[config.mk]
export PLATFORM = sky130hd
export DESIGN_NAME = serial_word_rx_flat
export DESIGN_NICKNAME = d
export VERILOG_FILES = /design/src/rtl/serial_word_rx_if.sv /design/src/rtl/serial_word_rx.sv /design/src/flat_wrapper.sv
export SDC_FILE = /design/constraint.sdc
export NUM_CORES = 1
export LEC_CHECK = 0
export CAP_MARGIN = 20
export CORE_UTILIZATION = 43
export DETAILED_ROUTE_END_ITERATION = 7
export PLACE_DENSITY = 0.71
export SKIP_LAST_GASP = 1
export SLEW_MARGIN = 10
export SYNTH_ARGS = -nofsm -noshare
export SYNTH_HDL_FRONTEND = slang
export SYNTH_SLANG_ARGS = --single-unit
export TNS_END_PERCENT = 1
[constraint.sdc]
create_clock -name clk -period 1.2 [get_ports clk]
set_input_delay 0.24 -clock clk [delete_from_list [all_inputs] [get_ports clk]]
set_output_delay 0.24 -clock clk [all_outputs]
set_load 0.01 [all_outputs]
[src/rtl/serial_word_rx_if.sv]
// Bundle of the serial input side and the parallel output side of serial_word_rx.
// master: the environment (line driver plus consumer); slave: the receiver.
interface serial_word_rx_if #(
  parameter int WIDTH = 8
);
  logic             s_in;
  logic             s_valid;
  logic             s_sof;
  logic [WIDTH-1:0] p_out;
  logic             p_valid;
  logic             p_ready;
  logic             busy;
  logic             overrun;
  logic             frame_err;
  logic             clr_err;

  modport master (
    output s_in, s_valid, s_sof, p_ready, clr_err,
    input  p_out, p_valid, busy, overrun, frame_err
  );

  modport slave (
    input  s_in, s_valid, s_sof, p_ready, clr_err,
    output p_out, p_valid, busy, overrun, frame_err
  );
endinterface

[src/rtl/serial_word_rx.sv]
// Serial-to-parallel receiver. Frames a qualified bit stream on start-of-frame,
// assembles WIDTH-bit words and offers them on a valid/ready output register.
// A finished word sits in the shift register for one cycle and is moved into the
// output register on the following edge, so p_valid rises one cycle after the
// last bit is sampled. Overrun and framing errors are sticky until clr_err.
module serial_word_rx #(
  parameter int WIDTH     = 8,
  parameter bit LSB_FIRST = 1'b1
) (
  input logic            clk,
  input logic            reset_n,
  serial_word_rx_if.slave bus
);
  localparam int CW = $clog2(WIDTH);

  typedef enum logic {IDLE, SHIFT} state_t;

  state_t           state_reg, state_next;
  logic [CW-1:0]    cnt_reg, cnt_next;
  logic [WIDTH-1:0] sr_reg, sr_next;
  logic             done_reg, done_next;
  logic [WIDTH-1:0] p_out_reg, p_out_next;
  logic             p_valid_reg, p_valid_next;
  logic             overrun_reg, overrun_next;
  logic             frame_err_reg, frame_err_next;
  logic             frame_evt;
  logic             load_word, drop_word;

  // shifted: shift register advanced by one bit; fresh: new frame holding only bit 0
  logic [WIDTH-1:0] shifted, fresh;

  genvar gi;
  generate
    for (gi = 0; gi < WIDTH; gi++) begin : g_shift
      if (LSB_FIRST) begin : g_lsb
        if (gi == WIDTH-1) begin : g_top
          assign shifted[gi] = bus.s_in;
          assign fresh[gi]   = bus.s_in;
        end else begin : g_rest
          assign shifted[gi] = sr_reg[gi+1];
          assign fresh[gi]   = 1'b0;
        end
      end else begin : g_msb
        if (gi == 0) begin : g_bot
          assign shifted[gi] = bus.s_in;
          assign fresh[gi]   = bus.s_in;
        end else begin : g_rest
          assign shifted[gi] = sr_reg[gi-1];
          assign fresh[gi]   = 1'b0;
        end
      end
    end
  endgenerate

  // Framing FSM: next state, bit count, shift register and word-complete pulse
  always_comb begin
    state_next = state_reg;
    cnt_next   = cnt_reg;
    sr_next    = sr_reg;
    done_next  = 1'b0;
    frame_evt  = 1'b0;
    case (state_reg)
      IDLE: begin
        if (bus.s_valid && bus.s_sof) begin
          sr_next    = fresh;
          cnt_next   = CW'(1);
          state_next = SHIFT;
        end
      end
      SHIFT: begin
        if (bus.s_valid) begin
          if (bus.s_sof) begin
            // Restart: the partial word is abandoned and this bit is bit 0
            frame_evt = 1'b1;
            sr_next   = fresh;
            cnt_next  = CW'(1);
          end else begin
            sr_next = shifted;
            if (cnt_reg == CW'(WIDTH-1)) begin
              done_next  = 1'b1;
              cnt_next   = '0;
              state_next = IDLE;
            end else begin
              cnt_next = cnt_reg + CW'(1);
            end
          end
        end
      end
      default: state_next = IDLE;
    endcase
  end

  // Output register handshake and sticky error flags (set wins over clear)
  always_comb begin
    load_word      = done_reg && (!p_valid_reg || bus.p_ready);
    drop_word      = done_reg && p_valid_reg && !bus.p_ready;
    p_out_next     = p_out_reg;
    p_valid_next   = p_valid_reg;
    if (load_word) begin
      p_out_next   = sr_reg;
      p_valid_next = 1'b1;
    end else if (p_valid_reg && bus.p_ready) begin
      p_valid_next = 1'b0;
    end
    overrun_next   = drop_word | (overrun_reg & ~bus.clr_err);
    frame_err_next = frame_evt | (frame_err_reg & ~bus.clr_err);
  end

  // State and datapath registers with asynchronous active-low reset
  always_ff @(posedge clk or negedge reset_n) begin
    if (!reset_n) begin
      state_reg     <= IDLE;
      cnt_reg       <= '0;
      sr_reg        <= '0;
      done_reg      <= 1'b0;
      p_out_reg     <= '0;
      p_valid_reg   <= 1'b0;
      overrun_reg   <= 1'b0;
      frame_err_reg <= 1'b0;
    end else begin
      state_reg     <= state_next;
      cnt_reg       <= cnt_next;
      sr_reg        <= sr_next;
      done_reg      <= done_next;
      p_out_reg     <= p_out_next;
      p_valid_reg   <= p_valid_next;
      overrun_reg   <= overrun_next;
      frame_err_reg <= frame_err_next;
    end
  end

  assign bus.p_out     = p_out_reg;
  assign bus.p_valid   = p_valid_reg;
  assign bus.busy      = (state_reg == SHIFT);
  assign bus.overrun   = overrun_reg;
  assign bus.frame_err = frame_err_reg;
endmodule
[src/flat_wrapper.sv]
// flat-port wrapper written by rule: the top's interface ports become plain ports
module serial_word_rx_flat 
#(
  parameter int WIDTH     = 8,
  parameter bit LSB_FIRST = 1'b1
)
  (clk, reset_n, bus_s_in, bus_s_valid, bus_s_sof, bus_p_ready, bus_clr_err, bus_p_out, bus_p_valid, bus_busy, bus_overrun, bus_frame_err);
  serial_word_rx_if #(.WIDTH(WIDTH)) bus_i ();
  input logic clk;
  input logic reset_n;
  input wire logic [$bits(bus_i.s_in)-1:0] bus_s_in;
  input wire logic [$bits(bus_i.s_valid)-1:0] bus_s_valid;
  input wire logic [$bits(bus_i.s_sof)-1:0] bus_s_sof;
  input wire logic [$bits(bus_i.p_ready)-1:0] bus_p_ready;
  input wire logic [$bits(bus_i.clr_err)-1:0] bus_clr_err;
  output wire logic [$bits(bus_i.p_out)-1:0] bus_p_out;
  output wire logic [$bits(bus_i.p_valid)-1:0] bus_p_valid;
  output wire logic [$bits(bus_i.busy)-1:0] bus_busy;
  output wire logic [$bits(bus_i.overrun)-1:0] bus_overrun;
  output wire logic [$bits(bus_i.frame_err)-1:0] bus_frame_err;
  assign bus_i.s_in = bus_s_in;
  assign bus_i.s_valid = bus_s_valid;
  assign bus_i.s_sof = bus_s_sof;
  assign bus_i.p_ready = bus_p_ready;
  assign bus_i.clr_err = bus_clr_err;
  assign bus_p_out = bus_i.p_out;
  assign bus_p_valid = bus_i.p_valid;
  assign bus_busy = bus_i.busy;
  assign bus_overrun = bus_i.overrun;
  assign bus_frame_err = bus_i.frame_err;
  serial_word_rx #(.WIDTH(WIDTH), .LSB_FIRST(LSB_FIRST)) u_core (.clk(clk), .reset_n(reset_n), .bus(bus_i));
endmodule
==> flow_metrics.tcl, run 1 <==
set metrics [dict create \
    slowest_stage "dfrtp_1" \
    ff_latch_area_sq_um 601 \
    whs_ns 0.264 \
    rsz0062_at_grt "true" \
    syn-num-nets 95 \
    slew_violations 0 \
    core-area_sq_um 2230 \
    stdcell_area_sq_um 1430 \
    setup_tns_ns -0.0768 \
    final_layout_size_suffix_gt1_share_pct 30.8 \
    critPathLaunchType "flip-flop" \
    fin_crit_ns 1.24 \
    fillers 189 \
    endpoint_kind "flip-flop" \
    drc 0 \
    cts_buffers 3 \
    violations "negative setup slack" \
    viasPerCell 5.16 \
    final_antenna_net_count 0 \
    dp_cells 141 \
    gr-total-overflow 0 \
    areaGrowthSynthToFinish_pct 40.1 \
    power.total_mw 1.76 \
    hold_violations 0 \
    clk_latency_ns 0.31 \
    max_freq_mhz 809 \
    dpl.hpwl_um 1290 \
    yosysWarnings 0 \
    peakVddDrop_uv 690 \
    worstPathMaxFanout 6 \
    multiInputGateArea_sq_um 383 \
    synth_cell_types 21 \
    std_cell_rows 17 \
    path_class "reg2reg" \
    crit_buf_inv 2 \
    cts_sinks 24 \
    tightestPinTransition_ns 0.226 \
    ys_top_cells_by_area "dfrtp_1 (59%), mux2_2 (9.9%), a32oi_1 (6.9%)" \
    grt_max_degree 25 \
    critPathMaxStageDelay_ns 0.42 \
    portBuffers 18 \
    htreeDepth 1 \
    timing.final.ws_setup_ns -0.0366 \
    maxSlewHeadroom_pct 84.9 \
    diodes 0 \
    cts_tree "done" \
    cp.required_ns 1.41 \
    dieArea_sq_um 2580 \
    cts.clk_slew.worst_paths_ns 0.13 \
    antenna_found_initial 0 \
    syn-cell-area_sq_um 1020 \
    ys_seq_area_share_pct 58.8 \
    die_h_um 50.8 \
    cts_root_buf "clkbuf_4" \
    grt_pass1_wl_um 3250 \
    outcome "finished with violations" \
    dp_slack_ns -0.279 \
    period_share_pct 103 \
    ys_async_sr_fraction_pct 100 \
    via_count 764 \
    cts_buffer_depth 2 \
    die_x_um 50.8 \
    path_delay_family "flip-flops" \
    finalSetupViolCount 6 \
    synth_top_area_share_pct 58.8 \
    initialDrtViolationCount 6 \
    ys.flop_type "dfrtp_1" \
    firstDrtPassIters 4 \
    start_util_pct 45.8 \
    synth.most_common_cell "dfrtp_1" \
    fin_worst_skew_ns 0.00336 \
    gr-usage-all-layers_pct 17.3 \
    first_global_vias 778 \
    place_area_sq_um 1320 \
    max-cap-violations 0 \
    power.leakage_nw 0.673 \
    power_density_nw_per_um2 1230 \
    min_path_type "in2async" \
    ys_ff_latch 24 \
    stdcell_count 148 \
    synthTopCellsByCount "dfrtp_1 (24), inv_1 (12), mux2_2 (9)" \
    cpMostUsedCell "buf_6" \
    io_pins 19 \
    final_util_pct 64.1 \
    syn_inst 86 \
    wl_per_cell_um 12.8 \
    synth_top_area_cell "dfrtp_1" \
    cp_cell_sequence "buf_6, nor2b_2, buf_6, a32oi_2, o21ai_1" \
    critical_path_arrival_ns 1.45 \
    synth.avg_cell_area_sq_um 11.9 \
    wl_um 1890 \
    synth_edf_count 0 \
    nets 130 \
    place_congestion 0.747 \
]
logic make-up (layout without fill, tap and decap cells):
| family | count (synthesis) | after routing | share of synthesized area, % |
|---|---|---|---|
| buf+inv | 15 | 49 | 6.49 |
| simple gates | 13 | 13 | 7.71 |
| compound gates | 23 | 23 | 14.7 |
| mux | 9 | 9 | 9.91 |
| fa+ha+maj | 2 | 2 | 2.45 |
| flops | 24 | 24 | 58.8 |
final timing paths:
path,cells after the start,endpoint,slack (ns),from
max,5,u_core.sr_reg[1],-0.04,u_core.bus.busy
min,2,u_core.done_reg,0.26,reset_n
max reg2reg,5,u_core.sr_reg[1],-0.04,u_core.bus.busy
min reg2reg,1,u_core.bus.p_out[7],0.52,u_core.bus.p_out[7]
max in group asynchronous,2,u_core.sr_reg[6],0.80,reset_n
min in group clk,1,u_core.bus.p_out[7],0.52,u_core.bus.p_out[7]
routing by layer:
layer	up-vias	wire (um)	track usage [%]
li1	371	-	-
met1	373	829	20.5
met2	18	976	30.2
met3	2	71	2.73
met4	0	14	8.33
met5	-	0	0
power breakdown:
part | switching [mW] | internal [mW]
Sequential | 0.0429 | 0.869
Clock | 0.241 | 0.338
Combinational | 0.119 | 0.151
cells in the final DEF (no fill, tap or decap):
cell type	Yosys	final
nor2b_2	1	1
bufinv_16	0	1
o21ai_0	4	2
nand4b_1	1	1
mux2_2	9	9
a32oi_2	0	2
ha_2	0	2
dfrtp_1	24	24
nand3_1	1	1
nor3b_1	1	1
clkbuf_4	0	3
nor2_2	1	2
a32oi_1	8	6
clkdlybuf4s15_1	0	12
inv_1	12	12
a21oi_1	1	1
nand2_4	0	1
nand2b_4	1	1
o22ai_1	1	1
a22o_1	1	1
clkdlybuf4s50_1	0	6
o21ai_1	8	10
buf_4	0	11
buf_6	1	3
nand2_1	5	5
buf_12	0	1
final cells by class:
cell class | count | area share (%)
sequential | 24 | 41.9
multi-input combinational | 47 | 26.7
timing repair buffer | 33 | 22.1
inverter | 12 | 3.14
tap | 28 | 2.45
clock inverter | 1 | 2.10
clock buffer | 3 | 1.57
what timing repair did:
item                       CTS  global route
gates cloned                 0             0
setup buffers                3             0
setup endpoints to repair   14            31
hold buffers                 0             0
gates resized for setup     24            11
pin swaps                    0             3
Power figures use the tool's default switching activity.
==> run 2: changes to the inputs <==
--- a/config.mk
+++ b/config.mk
@@ -6,9 +6,9 @@
 export NUM_CORES = 1
 export LEC_CHECK = 0
 export CAP_MARGIN = 20
-export CORE_UTILIZATION = 43
+export CORE_UTILIZATION = 45
 export DETAILED_ROUTE_END_ITERATION = 7
-export PLACE_DENSITY = 0.71
+export PLACE_DENSITY = 0.74
 export SKIP_LAST_GASP = 1
 export SLEW_MARGIN = 10
 export SYNTH_ARGS = -nofsm -noshare
==> flow_metrics.tcl, run 2 (synthesis gave the netlist of run 1 again) <==
set metrics [dict create \
    crit_buf_inv 1 \
    min_path_type "in2async" \
    stdcell_count 142 \
    final_cell_mix "dfrtp_1 (24), inv_1 (12), o21ai_1 (10)" \
    grt_pass1_wl_um 3170 \
    drc 0 \
    core-area_sq_um 2040 \
    wl_um 1840 \
    cts_sinks 24 \
    cp_cell_sequence "dlygate4sd2_1" \
    nets 125 \
    first_global_vias 732 \
    diodes 0 \
    cts_buffers 3 \
    htreeDepth 1 \
    viasPerCell 5.15 \
    max_freq_mhz 819 \
    cp.required_ns 0.96 \
    die_x_um 49.7 \
    cts.clk_slew.worst_paths_ns 0.12 \
    gr-total-overflow 0 \
    gr-usage-all-layers_pct 17.0 \
    endpoint_kind "output port" \
    place_congestion 0.747 \
    antenna_found_initial 0 \
    worstPathMaxFanout 2 \
    outcome "finished with violations" \
    final_layout_size_suffix_gt1_share_pct 26.1 \
    via_count 732 \
    cts_root_buf "clkbuf_4" \
    reg2reg_from "u_core.bus.busy" \
    peakVddDrop_uv 819 \
    power_density_nw_per_um2 1160 \
    rsz0062_at_grt "true" \
    r2r_slack_ns 0.01 \
    tightestPinTransition_ns 0.303 \
    firstDrtPassIters 4 \
    slew_violations 0 \
    slowest_stage "dfrtp_1" \
    areaGrowthSynthToFinish_pct 35.3 \
    path_class "reg2out" \
    fin_crit_ns 1.22 \
    dp_cells 137 \
    timing.final.ws_setup_ns -0.0214 \
    path_delay_family "flip-flops" \
    maxSlewHeadroom_pct 79.8 \
    power.leakage_nw 0.669 \
    max-cap-violations 0 \
    start_util_pct 50.1 \
    portBuffers 18 \
    fin_worst_skew_ns 0.00278 \
    dieArea_sq_um 2470 \
    initialDrtViolationCount 13 \
    final_common_cell "dfrtp_1" \
    dpl.hpwl_um 1320 \
    cts_buffer_depth 2 \
    wl_per_cell_um 12.9 \
    grt_max_degree 25 \
    hold_violations 0 \
    power.total_mw 1.60 \
    critPathMaxStageDelay_ns 0.39 \
    startpoint "u_core.bus.overrun" \
    std_cell_rows 16 \
    fillers 159 \
    violations "negative setup slack" \
    clk_latency_ns 0.31 \
    period_share_pct 102 \
    finalSetupViolCount 7 \
    io_pins 19 \
    final_antenna_net_count 0 \
    cts_hold_repair.buffers 0 \
    critical_path_arrival_ns 0.98 \
    die_h_um 49.7 \
    critPathLaunchType "flip-flop" \
    cts_tree "done" \
]
run 2: cell count changes in the layout (fill, tap and decap cells not counted), moves of 2 or more:
cell	before	now
dlygate4sd2_1	0	7
buf_4	11	6
nor2_2	2	0
clkdlybuf4s15_1	12	5
run 2: power by group:
group	leakage, nW	internal (mW)	switching, mW
combinational	0.328	0.150	0.124
sequential	0.320	0.869	0.0472
clock	0.0210	0.185	0.226
total	0.669	1.20	0.397
run 2: path summary, 6_finish.rpt:
kind | endpoint | cells after the start
worst max-delay path | bus_overrun | 1
worst min-delay path | u_core.bus.p_out[5] | 2
worst max register to register | u_core.sr_reg[5] | 5
worst min register to register | u_core.bus.p_valid | 2
max in group asynchronous | u_core.bus.p_out[4] | 2
min in group clk | u_core.bus.p_valid | 2
run 2: routing by layer:
metal | up-vias | track usage, % | share of wire [%]
met2 | 19 | 28.6 | 48
met5 | - | 0 | 0
li1 | 359 | - | -
met1 | 352 | 21.5 | 47
met4 | 0 | 8.10 | 1.3
met3 | 2 | 2.16 | 4.0
run 2: layout make-up:
class                           instances  area, sq um  area share [%]
Sequential cell                        24          601            43.4
Multi-Input combinational cell         47          388            28.1
Timing Repair Buffer                   28          279            20.2
Inverter                               12         45.0            3.26
Clock buffer                            4         36.3            2.62
Tap cell                               27         33.8            2.44
run 2: timing repair:
item | CTS | global route
gates cloned | 0 | 0
setup endpoints to repair | 14 | 31
pin swaps | 1 | 3
buffers inserted | 2 | 0
resized for setup | 15 | 11
run 2: per-stage QoR:
step	utilization, %	worst slack [ns]	hold slack, ns	TNS (ns)	instance area [sq um]
2_1_floorplan	-	0.0292	-0.0556	0	1020
3_3_place_gp	64.0	-0.244	0.477	-4.30	1310
3_5_place_dp	64.0	-0.262	0.490	-4.58	1310
4_1_cts	66.0	-0.0414	0.265	-0.487	1350
5_1_grt	67.7	-0.0767	0.260	-1.18	1380
6_report	67.7	-0.0214	0.272	-0.117	1380
==> run 3: changes to the inputs <==
--- a/config.mk
+++ b/config.mk
@@ -6,6 +6,7 @@
 export NUM_CORES = 1
 export LEC_CHECK = 0
 export CAP_MARGIN = 20
+export CORE_MARGIN = 1
 export CORE_UTILIZATION = 45
 export DETAILED_ROUTE_END_ITERATION = 7
 export PLACE_DENSITY = 0.74
==> results of run 3 <==
Final layout, timing and power as in run 2 (identical DEF).
